==> config.mk <==
export PLATFORM = sky130hd
export DESIGN_NAME = mem_stage
export DESIGN_NICKNAME = d
export VERILOG_FILES = /design/src/rtl/mips_pipe_pkg.sv /design/src/rtl/mem_wb_reg.sv /design/src/rtl/mem_stage.sv
export SDC_FILE = /design/constraint.sdc
export NUM_CORES = 1
export LEC_CHECK = 0
export ABC_AREA = 1
export CAP_MARGIN = 20
export CORE_AREA = 2 2 130 132
export DETAILED_ROUTE_END_ITERATION = 10
export DIE_AREA = 0 0 132 134
export GPL_TIMING_DRIVEN = 0
export PLACE_DENSITY = 0.81
export SYNTH_ARGS = -nofsm -noshare
export SYNTH_HDL_FRONTEND = slang
export SYNTH_SLANG_ARGS = --single-unit
export TNS_END_PERCENT = 5
==> constraint.sdc <==
create_clock -name clk -period 1.88 [get_ports clk]
set_clock_uncertainty 0.2 [all_clocks]
set_input_delay 0.282 -clock clk [delete_from_list [all_inputs] [get_ports clk]]
set_output_delay 0.282 -clock clk [all_outputs]
set_load 0.05 [all_outputs]
==> src/rtl/mips_pipe_pkg.sv <==
// Shared types and defaults for the MIPS pipeline MEM stage and its MEM/WB register.
package mips_pipe_pkg;

  localparam int DATA_W_DEF = 32;
  localparam int REG_W_DEF  = 5;

  typedef enum logic {
    IDLE   = 1'b0,
    ACCESS = 1'b1
  } mem_state_t;

  typedef struct packed {
    logic reg_write;
    logic mem_to_reg;
  } wb_ctrl_t;

  localparam wb_ctrl_t WB_BUBBLE = '{reg_write: 1'b0, mem_to_reg: 1'b0};

  function automatic logic word_aligned(input logic [1:0] lsb);
    return lsb == 2'b00;
  endfunction

endpackage

==> src/rtl/mem_wb_reg.sv <==
// MEM/WB pipeline register: full load, optional read-data load, or bubble (control cleared, data held).
module mem_wb_reg
  import mips_pipe_pkg::*;
#(
  parameter int DATA_W = DATA_W_DEF,
  parameter int REG_W  = REG_W_DEF
) (
  input  logic              clk,
  input  logic              rst_n,
  input  logic              i_load,
  input  logic              i_load_rdata,
  input  logic [DATA_W-1:0] i_rdata,
  input  logic [DATA_W-1:0] i_alu_result,
  input  logic [REG_W-1:0]  i_write_reg,
  input  wb_ctrl_t          i_ctrl,
  output logic [DATA_W-1:0] o_read_data,
  output logic [DATA_W-1:0] o_alu_result,
  output logic [REG_W-1:0]  o_write_reg,
  output wb_ctrl_t          o_ctrl
);

  logic [DATA_W-1:0] r_read_data;
  logic [DATA_W-1:0] r_alu_result;
  logic [REG_W-1:0]  r_write_reg;
  wb_ctrl_t          r_ctrl;

  always_ff @(posedge clk or negedge rst_n) begin
    if (!rst_n) begin
      r_read_data  <= '0;
      r_alu_result <= '0;
      r_write_reg  <= '0;
      r_ctrl       <= WB_BUBBLE;
    end else if (i_load) begin
      r_alu_result <= i_alu_result;
      r_write_reg  <= i_write_reg;
      r_ctrl       <= i_ctrl;
      if (i_load_rdata) begin
        r_read_data <= i_rdata;
      end
    end else begin
      r_ctrl <= WB_BUBBLE;
    end
  end

  assign o_read_data  = r_read_data;
  assign o_alu_result = r_alu_result;
  assign o_write_reg  = r_write_reg;
  assign o_ctrl       = r_ctrl;

endmodule

==> src/rtl/mem_stage.sv <==
// MEM-stage controller: data-memory req/ack access with timeout, upstream stall,
// branch resolution and MEM/WB register drive.
module mem_stage
  import mips_pipe_pkg::*;
#(
  parameter int DATA_W  = DATA_W_DEF,
  parameter int REG_W   = REG_W_DEF,
  parameter int TIMEOUT = 16
) (
  input  logic              clk,
  input  logic              rst_n,
  input  logic              i_mem_read,
  input  logic              i_mem_write,
  input  logic              i_mem_to_reg,
  input  logic              i_reg_write,
  input  logic              i_branch,
  input  logic              i_zero,
  input  logic [DATA_W-1:0] i_alu_result,
  input  logic [DATA_W-1:0] i_write_data,
  input  logic [REG_W-1:0]  i_write_reg,
  input  logic [DATA_W-1:0] i_pc_branch,
  output logic              o_dmem_req,
  output logic              o_dmem_we,
  output logic [DATA_W-1:0] o_dmem_addr,
  output logic [DATA_W-1:0] o_dmem_wdata,
  input  logic              i_dmem_ack,
  input  logic [DATA_W-1:0] i_dmem_rdata,
  output logic              o_stall,
  output logic              o_pc_src,
  output logic [DATA_W-1:0] o_pc_target,
  output logic [DATA_W-1:0] o_read_data_wb,
  output logic [DATA_W-1:0] o_alu_result_wb,
  output logic [REG_W-1:0]  o_write_reg_wb,
  output logic              o_reg_write_wb,
  output logic              o_mem_to_reg_wb,
  output logic              o_addr_fault,
  output logic              o_bus_fault
);

  localparam int              CNT_W    = $clog2(TIMEOUT + 1);
  localparam logic [CNT_W-1:0] CNT_LAST = CNT_W'(TIMEOUT - 1);

  mem_state_t        r_state;
  logic [CNT_W-1:0]  r_wait_cnt;
  logic              r_dmem_req;
  logic              r_dmem_we;
  logic [DATA_W-1:0] r_dmem_addr;
  logic [DATA_W-1:0] r_dmem_wdata;
  logic [REG_W-1:0]  r_write_reg;
  logic              r_reg_write;
  logic              r_mem_to_reg;
  logic              r_addr_fault;
  logic              r_bus_fault;

  logic              w_mem_op;
  logic              w_issue;
  logic              w_misalign;
  logic              w_ack;
  logic              w_abort;
  logic              w_wb_load;
  logic              w_wb_load_rdata;
  logic [DATA_W-1:0] w_wb_alu;
  logic [REG_W-1:0]  w_wb_reg;
  wb_ctrl_t          w_wb_ctrl_in;
  wb_ctrl_t          w_wb_ctrl_out;

  assign w_mem_op   = i_mem_read | i_mem_write;
  assign w_issue    = (r_state == IDLE) && w_mem_op && word_aligned(i_alu_result[1:0]);
  assign w_misalign = (r_state == IDLE) && w_mem_op && !word_aligned(i_alu_result[1:0]);
  assign w_ack      = (r_state == ACCESS) && i_dmem_ack;
  // Ack has priority over the timeout on the final allowed cycle.
  assign w_abort    = (r_state == ACCESS) && !i_dmem_ack && (r_wait_cnt == CNT_LAST);

  assign o_stall = w_issue || ((r_state == ACCESS) && !i_dmem_ack && !w_abort);

  assign o_pc_src    = i_branch & i_zero;
  assign o_pc_target = i_pc_branch;

  // Completed accesses use the captured request, so write-back never depends on EX/MEM holding.
  assign w_wb_load       = ((r_state == IDLE) && !w_mem_op) || w_ack;
  assign w_wb_load_rdata = w_ack && !r_dmem_we;
  assign w_wb_alu        = (r_state == ACCESS) ? r_dmem_addr : i_alu_result;
  assign w_wb_reg        = (r_state == ACCESS) ? r_write_reg : i_write_reg;
  assign w_wb_ctrl_in    = (r_state == ACCESS)
                         ? '{reg_write: r_reg_write & ~r_dmem_we, mem_to_reg: r_mem_to_reg}
                         : '{reg_write: i_reg_write, mem_to_reg: i_mem_to_reg};

  always_ff @(posedge clk or negedge rst_n) begin
    if (!rst_n) begin
      r_state      <= IDLE;
      r_wait_cnt   <= '0;
      r_dmem_req   <= 1'b0;
      r_dmem_we    <= 1'b0;
      r_dmem_addr  <= '0;
      r_dmem_wdata <= '0;
      r_write_reg  <= '0;
      r_reg_write  <= 1'b0;
      r_mem_to_reg <= 1'b0;
      r_addr_fault <= 1'b0;
      r_bus_fault  <= 1'b0;
    end else begin
      r_addr_fault <= w_misalign;
      r_bus_fault  <= w_abort;
      case (r_state)
        IDLE: begin
          if (w_issue) begin
            r_state      <= ACCESS;
            r_wait_cnt   <= '0;
            r_dmem_req   <= 1'b1;
            r_dmem_we    <= i_mem_write;
            r_dmem_addr  <= i_alu_result;
            r_dmem_wdata <= i_write_data;
            r_write_reg  <= i_write_reg;
            r_reg_write  <= i_reg_write;
            r_mem_to_reg <= i_mem_to_reg;
          end
        end
        ACCESS: begin
          if (i_dmem_ack || w_abort) begin
            r_state    <= IDLE;
            r_dmem_req <= 1'b0;
          end else begin
            r_wait_cnt <= r_wait_cnt + CNT_W'(1);
          end
        end
        default: begin
          r_state    <= IDLE;
          r_dmem_req <= 1'b0;
        end
      endcase
    end
  end

  assign o_dmem_req   = r_dmem_req;
  assign o_dmem_we    = r_dmem_we;
  assign o_dmem_addr  = r_dmem_addr;
  assign o_dmem_wdata = r_dmem_wdata;
  assign o_addr_fault = r_addr_fault;
  assign o_bus_fault  = r_bus_fault;

  mem_wb_reg #(
    .DATA_W(DATA_W),
    .REG_W (REG_W)
  ) u_mem_wb_reg (
    .clk         (clk),
    .rst_n       (rst_n),
    .i_load      (w_wb_load),
    .i_load_rdata(w_wb_load_rdata),
    .i_rdata     (i_dmem_rdata),
    .i_alu_result(w_wb_alu),
    .i_write_reg (w_wb_reg),
    .i_ctrl      (w_wb_ctrl_in),
    .o_read_data (o_read_data_wb),
    .o_alu_result(o_alu_result_wb),
    .o_write_reg (o_write_reg_wb),
    .o_ctrl      (w_wb_ctrl_out)
  );

  assign o_reg_write_wb  = w_wb_ctrl_out.reg_write;
  assign o_mem_to_reg_wb = w_wb_ctrl_out.mem_to_reg;

endmodule

# Yosys cells after proc, flatten, opt, wreduce, memory -nomap -nowiden
# Cells that the tools add are included.
[word_totals]
ff_bits = 152
input_bits = 142
output_inout_bits = 173
elab_cells = 61
[op_classes]
add_sub_neg = 1
eq_ne = 4
muxes = 13
bitwise = 5
n_reduce_logical = 22
[ops]
columns = ["cell", "n"]
rows = [
  ["2-to-1 mux 32 bit", 1],
  ["2-to-1 mux 5 bit", 3],
  ["one-hot mux 5 bit (2 select lines)", 1],
  ["logical AND 1 bit", 9],
  ["AND reduction 2 bit", 4],
  ["adder 5 x 1 -> 5 bit, second input constant", 1],
  ["equality test 5 x 4 -> 1 bit, second input constant", 1],
  ["logical NOT 1 bit", 5],
  ["2-to-1 mux 1 bit", 4],
  ["2-to-1 mux 2 bit", 2],
  ["inequality test 2 bit, second input constant", 2],
  ["one-hot mux 1 bit (2 select lines)", 2],
  ["logical OR 1 bit", 3],
  ["bitwise AND 1 bit", 2],
  ["logical NOT 2 bit", 1],
  ["inequality test 2 x 1 -> 1 bit, second input constant", 1],
  ["inverter 1 bit", 2],
  ["OR 1 bit", 1],
]

# Logic depth before layout (Yosys ltp)
# Gate-level depths: netlist of the first run.
[logic_depth]
ltp_word = 6
depth_mapped = 9
mapped_depth_nobuf = 9

# By module
# Synthesis of the first run repeated with hierarchy kept, for this count alone.
[unflattened]
cells_unflattened = 781
hier_area_um2 = 6678.9
[modules_own_cells]
columns = ["mod", "instances", "cells_per_inst", "area_per_inst_um2", "seq_area_each_um2"]
rows = [
  ["mem_stage", 1, 479, 3896.2, 2026.9],
  ["mem_wb_reg", 1, 302, 2782.7, 1776.7],
]

# Least setup slack after synthesis of the first run
# No wires, ideal clock.
[synth_timing]
kind = "reg-to-output"
from = "register r_wait_cnt[0]"
to = "output o_stall"
t_arrival_ns = 1.506
t_required_ns = 1.398
path_slack_ns = -0.108
path_stages_with_launch = 8
n_path_buf = 0
path_cell_list = "dfrtp_1 ha_1 nand2_1 nor2_1 ha_1 inv_1 nand3_2 nand2_1"
[synth_between]
elab_chain_cells = 5
[synth_lines]
columns = ["element", "line", "source"]
rows = [
  ["start: declaration", "mem_stage.sv:44", "logic [CNT_W-1:0] r_wait_cnt;"],
  ["start signal: assignment", "mem_stage.sv:123", "r_wait_cnt <= r_wait_cnt + CNT_W'(1);"],
  ["equality test 5 x 4 -> 1 bit", "mem_stage.sv:72", "assign w_abort = (r_state == ACCESS) && !i_dmem_ack && (r_wait_cnt == CNT_LAST);"],
  ["logical AND 1 bit", "mem_stage.sv:72", ""],
  ["logical NOT 1 bit", "mem_stage.sv:74", "assign o_stall = w_issue || ((r_state == ACCESS) && !i_dmem_ack && !w_abort);"],
  ["logical AND 1 bit", "mem_stage.sv:74", ""],
  ["logical OR 1 bit", "mem_stage.sv:74", ""],
  ["end: declaration", "mem_stage.sv:28", "output logic o_stall,"],
]
# No other way between the ends.

# Worst setup path in the final report of the first run
[layout_timing]
from = "register r_wait_cnt[1]"
to = "output o_stall"
# Same word-level chain as after synthesis.

==> results of run 1 <==
[what timing repair did]
action | 4_1_cts | 5_1_grt
gates resized for setup | 154 | 8
endpoints found under the hold margin | 61 | 0
setup buffers | 5 | 3
endpoints found under the setup margin | 141 | 7
gates cloned | 0 | 0
pin swaps | 3 | 0
hold buffers | 1 | 0
[cell families after synthesis]
logic type	count (synthesis)	synth area share
AND/OR/NAND/NOR	290	0.168
buffers and inverters	187	0.144
flip-flops	152	0.564
AO/OA/AOI/OAI	144	0.121
adder cells (fa/ha/maj)	2	0.00371
[worst min path at each step]
stage / endpoint / slack, ps / cells after the start
finish: o_dmem_wdata[31] / 200 / 3
floorplan: o_addr_fault / -210 / 0
global placement: u_mem_wb_reg.o_alu_result[12] / 260 / 2
detailed placement: u_mem_wb_reg.o_alu_result[21] / 100 / 1
global route: o_dmem_wdata[31] / 210 / 3
CTS: o_dmem_wdata[31] / 190 / 3
[Yosys cell counts, drive strengths merged]
| library cell | count |
|---|---|
| nor2 | 9 |
| o21ai | 142 |
| ha | 2 |
| dfrtp | 152 |
| inv | 116 |
| nand3 | 11 |
| nand2 | 269 |
| buf | 59 |
| clkbuf | 12 |
| a21oi | 2 |
| nor3b | 1 |
[area by class of cell]
class,count,area (um2)
flip-flops and latches,152,3800
multi-input cells,436,2000
fillers,1393,5870
inverters,116,438
clock inverters,10,140
repair buffers,292,2750
plain buffers,71,534
well taps,220,275
clock buffers,22,484
[cells in the final DEF (no fill, tap or decap), drive strengths merged, types with 4 or more instances in the layout]
cell type | synthesis | final
dfrtp | 152 | 152
inv | 116 | 117
dlygate4sd2 | 0 | 134
nand3 | 11 | 11
nand2 | 269 | 269
clkbuf | 12 | 36
nor2 | 9 | 9
clkdlybuf4s15 | 0 | 4
clkdlybuf4s50 | 0 | 140
o21ai | 142 | 142
buf | 59 | 70
[report_power, final]
group	internal [mW]	total, mW	switching [mW]
logic	1.52	5.52	4.00
clock network	2.23	3.59	1.36
registers	4.05	4.48	0.434
[worst max-delay path, stage by stage (launching register included)]
cell and delay (ps):
sky130_fd_sc_hd__dfrtp_1 390, sky130_fd_sc_hd__ha_2 190, sky130_fd_sc_hd__nand2_1 80, sky130_fd_sc_hd__nor2_1 50, sky130_fd_sc_hd__ha_2 160, sky130_fd_sc_hd__inv_2 70
sky130_fd_sc_hd__nand3_4 80, sky130_fd_sc_hd__nand2_4 80, sky130_fd_sc_hd__buf_8 140
[per-layer routing]
layer | track usage | up-vias
met5 | 0 | -
met4 | 0.0815 | 2
met3 | 0.0729 | 35
met2 | 0.359 | 252
met1 | 0.272 | 2865
li1 | - | 2949
==> results.py, run 1 <==
metrics = {
    "clock_network": {
        "clk_root_buffer_cell": "sky130_fd_sc_hd__clkbuf_16",
        "cts_tree": "yes",
        "tritoncts.num_buffers": 17,
        "h-tree-depth": 4,
        "clock_tree.buffer_depth": 2,
        "clk_pin_slew_worst_paths_ps": 60,
        "cts_num_sinks": 152,
        "clkLatencyLatePin_ps": 420,
    },
    "place": {
        "numPortBuffers": 282,
        "dp_hpwl_um": 13800,
        "dpl.cell_count": 1278,
        "gp_congestion": 0.765,
        "dp_slack_ps": -893,
        "post_dp_cell_area_um2": 9880,
    },
    "hold_path": {
        "min_path_type": "in -> reg",
        "hold_path_startpoint": "i_write_data[31]",
    },
    "timing": {
        "finalCritPeriodShare": 1.14,
        "setup_ws_ps": -256,
        "rsz0062_at_grt": "yes",
        "layout_min_cycle_time_ps": 2140,
        "fin_setup_tns_ps": -256,
        "f_max_ghz": 0.468,
        "final_max_slew_viol_count": 0,
        "hold_violations": 0,
        "setup_viol": 1,
        "final.hold.worst_slack_ps": 204,
        "transition_time_of_the_tightest_slew_check_pin_ps": 590,
        "slew_headroom": 0.606,
    },
    "synthesis": {
        "synth.top_cells.by_area": "sky130_fd_sc_hd__dfrtp_1 56%, sky130_fd_sc_hd__nand2_1 15%, sky130_fd_sc_hd__o21ai_0 8.2%, sky130_fd_sc_hd__inv_1 6.3%, sky130_fd_sc_hd__buf_4 4.0%",
        "count_of_distinct_cell_types_in_the_synthesized_netlist": 21,
        "synthDominantCellAreaShare": 0.564,
        "ys_ff_latch": 152,
        "syn_area_per_cell_um2": 8.71,
        "post_syn_nets": 919,
        "cell_type_contributing_the_most_total_cell_area_after_synthesis": "sky130_fd_sc_hd__dfrtp_1",
        "postSynthCellCount": 775,
        "synthesis.area_um2": 6750,
        "seq_area_frac_synth": 0.564,
        "warning_count_from_the_yosys_run": 0,
    },
    "detailed_routing": {
        "met1Wirelength_um": 7690,
        "wl_met2_um": 9190,
        "drt-total-wl_um": 18900,
        "avgRoutedWirePerCell_um": 14.3,
        "post_drt_via_cell_ratio": 4.63,
        "postRouteAntennaNets": 0,
        "drtIter0Drc": 338,
        "drt_first_pass_iters": 6,
        "routed-via-count": 6103,
        "highest_layer": "met5",
        "detail_route.drc_violations": 0,
        "met3_wirelength_um": 1620,
    },
    "critical_path": {
        "r2r-start": "r_wait_cnt[0]",
        "critPathLaunch": "r_wait_cnt[1]",
        "worst-r2r-setup-slack_ps": 160,
        "worst_setup_path_endpoint": "o_stall",
        "cp-end-kind": "primary output",
        "crit_fanout": 2,
        "start_kind": "flip-flop",
        "r2r.worst_path.cells": 9,
        "worst_ep_required_time_ps": 1400,
        "timing.rr.end": "o_dmem_req",
        "critPathArrivalTime_ps": 1650,
        "critPathKind": "reg -> out",
    },
    "power": {
        "post-layout-total-power_mw": 13.6,
        "pwr_per_cell_area_nw_per_um2": 1300,
        "irDropWorstVdd_uv": 697,
        "static-leakage-power_nw": 5.57,
    },
    "die": {
        "top_level_ports": 315,
        "design.die.area_um2": 17700,
        "die_y_um": 134,
        "initial_core_util": 0.414,
        "fp.coreArea_um2": 16300,
        "die_width_um": 132,
        "placement_rows": 47,
    },
    "cells_and_area": {
        "post_route_cells_drive_above_1_share": 0.127,
        "post_layout_nonfiller_instances": 1319,
        "layout.cell_area.non_filler_um2": 10400,
        "area_growth_from_synthesis_to_final_layout_pct": 54.4,
        "finalCoreUtilization": 0.640,
        "ant_diodes": 0,
        "fin_nets": 1230,
    },
    "run": {
        "maxCapViolCount": 0,
    },
    "grt": {
        "grt_remaining_overflow": 0,
        "grt_max_degree": 92,
        "grtUsageTotal": 0.219,
        "grt_antenna_before_repair": 1,
        "first_pass_grt_wire_length_um": 30700,
        "grt_pass1_vias": 6034,
    },
    "status": {
        "violated_checks": "setup timing",
        "outcome": "finished, violations left",
    },
}
No activity file was read; power rests on OpenSTA's default activity.
==> run 2, diff against run 1 <==
--- a/config.mk
+++ b/config.mk
@@ -7,11 +7,10 @@
 export LEC_CHECK = 0
 export ABC_AREA = 1
 export CAP_MARGIN = 20
-export CORE_AREA = 2 2 130 132
+export CORE_AREA = 2 2 153 155
 export DETAILED_ROUTE_END_ITERATION = 10
-export DIE_AREA = 0 0 132 134
+export DIE_AREA = 0 0 155 157
 export GPL_TIMING_DRIVEN = 0
-export PLACE_DENSITY = 0.81
 export SYNTH_ARGS = -nofsm -noshare
 export SYNTH_HDL_FRONTEND = slang
 export SYNTH_SLANG_ARGS = --single-unit
==> run 2 against run 1 <==
- the run still ends with setup timing left
- maximum frequency is 0.25% lower
- sequential share of layout area shrank 0.13 points
- non-clock buffer count down 3
- global-route usage decreased by 5.1 points
- final cell count is 4.7% higher
- critical path depth is the same
- routed wire length is 5.8% higher
- flip-flop and latch count did not move
==> results.py, run 2 (synthesis gave the netlist of run 1 again) <==
metrics = {
    "cells_and_area": {
        "layout_commonest_cell": "sky130_fd_sc_hd__nand2_1",
        "fillers": 2292,
        "area_growth_from_synthesis_to_final_layout_pct": 55.0,
        "fin_nets": 1227,
        "ant_diodes": 0,
        "post_route_cells_drive_above_1_share": 0.126,
        "final_cell_mix": "265 x sky130_fd_sc_hd__nand2_1, 152 x sky130_fd_sc_hd__dfrtp_1, 140 x sky130_fd_sc_hd__clkdlybuf4s50_1",
    },
    "critical_path": {
        "critPathLaunch": "r_wait_cnt[1]",
        "r2r.worst_path.cells": 9,
        "worst_ep_required_time_ps": 1400,
        "max_stage_delay_ps": 380,
        "worst-r2r-setup-slack_ps": 220,
        "cp_common_cell": "sky130_fd_sc_hd__ha_2",
        "start_kind": "flip-flop",
        "worst_setup_path_endpoint": "o_stall",
        "cp-end-kind": "primary output",
        "r2r-start": "r_wait_cnt[1]",
        "crit_path_slowest_cell": "sky130_fd_sc_hd__dfrtp_1",
        "path_cells": "ha_2 > nand2_2 > nor2_2 > ha_2 > inv_2 > nand3_4 > nand2_4 > buf_12",
        "timing.rr.end": "r_wait_cnt[1]",
        "critPathArrivalTime_ps": 1660,
        "critPathKind": "reg -> out",
        "crit_fanout": 2,
    },
    "die": {
        "top_level_ports": 315,
        "fp.coreArea_um2": 22500,
        "die_y_um": 157,
        "placement_rows": 55,
        "initial_core_util": 0.300,
        "die_width_um": 155,
        "design.die.area_um2": 24300,
    },
    "place": {
        "gp_congestion": 0.734,
        "dp_slack_ps": -940,
        "numPortBuffers": 282,
        "dp_hpwl_um": 14300,
    },
    "clock_network": {
        "cts_tree": "yes",
        "clk_root_buffer_cell": "sky130_fd_sc_hd__clkbuf_16",
        "clk_pin_slew_worst_paths_ps": 60,
        "clock_tree.buffer_depth": 2,
        "clkLatencyLatePin_ps": 420,
        "cts_num_sinks": 152,
        "h-tree-depth": 4,
        "tritoncts.num_buffers": 17,
    },
    "grt": {
        "grt_remaining_overflow": 0,
        "grt_antenna_before_repair": 1,
        "first_pass_grt_wire_length_um": 31800,
        "grt_pass1_vias": 5832,
        "grt_max_degree": 110,
        "grtUsageTotal": 0.168,
    },
    "power": {
        "static-leakage-power_nw": 5.53,
        "post-layout-total-power_mw": 13.4,
        "total_switching_power_mw": 5.82,
        "p_comb_frac": 0.410,
        "power.clock.fraction": 0.256,
        "share_of_total_power_consumed_by_net_switching": 0.434,
        "pwr_per_cell_area_nw_per_um2": 1280,
        "cell_internal_pwr_mw": 7.58,
        "irDropWorstVdd_uv": 627,
        "seq_power_share": 0.334,
    },
    "detailed_routing": {
        "drtIter0Drc": 183,
        "drt_first_pass_iters": 4,
        "routed-via-count": 5886,
        "met3_wirelength_um": 1640,
        "met1Wirelength_um": 8750,
        "detail_route.drc_violations": 0,
        "avgRoutedWirePerCell_um": 14.5,
        "highest_layer": "met4",
        "drt-total-wl_um": 20000,
        "post_drt_via_cell_ratio": 4.26,
        "wl_met2_um": 9420,
        "postRouteAntennaNets": 0,
    },
    "timing": {
        "layout_min_cycle_time_ps": 2140,
        "final_max_slew_viol_count": 0,
        "f_max_ghz": 0.467,
        "rsz0062_at_grt": "yes",
        "finalCritPeriodShare": 1.14,
        "hold_violations": 0,
        "setup_viol": 1,
        "slew_headroom": 0.602,
        "transition_time_of_the_tightest_slew_check_pin_ps": 597,
        "setup_ws_ps": -261,
    },
    "hold_path": {
        "min_path_type": "in -> async",
    },
    "run": {
        "maxCapViolCount": 0,
    },
    "status": {
        "violated_checks": "setup timing",
        "outcome": "finished, violations left",
    },
}
run 2: changes by cell type in the layout (fill, tap and decap cells not counted), sizes merged:
| cell | before | now |
|---|---|---|
| clkdlybuf4s15 | 4 | 9 |
| clkinv | 3 | 4 |
| buf | 70 | 67 |
| dlygate4sd2 | 134 | 129 |
| clkbuf | 36 | 35 |
| bufinv | 3 | 2 |
| clkinvlp | 3 | 4 |
run 2: routing by layer:
metal  up-vias  GRT usage
met1      2717      0.214
met3        14     0.0595
met5         -          0
li1       2954          -
met2       201      0.273
met4         0     0.0463
run 2: power groups by stage:
stage	Combinational (mW)	Sequential (mW)	Clock, mW
global placement	5.99	4.54	0
CTS	5.56	4.49	3.53
finish	5.50	4.48	3.43
floorplan	1.19	7.10	0
detailed placement	6.03	4.56	0
global route	5.86	4.58	3.69
run 2: per-stage QoR:
step                      setup TNS [ps]  instances  cell area (um2)  utilization  hold WS (ps)
final                               -261       1381            10500        0.465           136
after global routing                -357       1381            10500        0.465           158
after CTS                           -260       1381            10400        0.464           140
after detailed placement           -9390       1343             9960        0.443         -1.39
after global placement           -976530       1342             9930        0.441           262
after floorplan                        0        775             6750            -          -214
run 2: worst max-delay path: cells and delay by family (launching register included):
kind          cells  cell delay (ps)
fa+ha+maj         2              370
buf+inv           2              220
flops             1              380
simple gates      4              290
run 2: cell type report:
class                   instances  area, um2  share of cell area
plain buffers                  71        534              0.0511
multi-input cells             436       2000               0.191
clock inverters                11        123              0.0117
repair buffers                289       2740               0.262
inverters                     116        438              0.0419
flip-flops and latches        152       3800               0.364
well taps                     285        357              0.0341
clock buffers                  21        460              0.0440
run 2: how the worst min path moves through the flow:
stage                                        from  cells after the start                            end  slack (ps)
floorplan                                   rst_n                      0                   o_addr_fault        -210
global placement    u_mem_wb_reg.o_alu_result[19]                      2  u_mem_wb_reg.o_alu_result[19]         260
detailed placement                          rst_n                      1   u_mem_wb_reg.o_alu_result[8]          -1
CTS                                         rst_n                      2                 o_dmem_addr[8]         140
global route                                rst_n                      2                 o_dmem_addr[8]         160
finish                                      rst_n                      2                 o_dmem_addr[8]         140
run 2: what timing repair did:
action                     in CTS  in global routing
setup endpoints to repair     141                 11
pin swaps                       3                  0
hold buffers                    1                  0
cloned                          0                  0
gates resized for setup       157                 13
setup buffers                   5                  0
hold endpoints to repair       43                  0
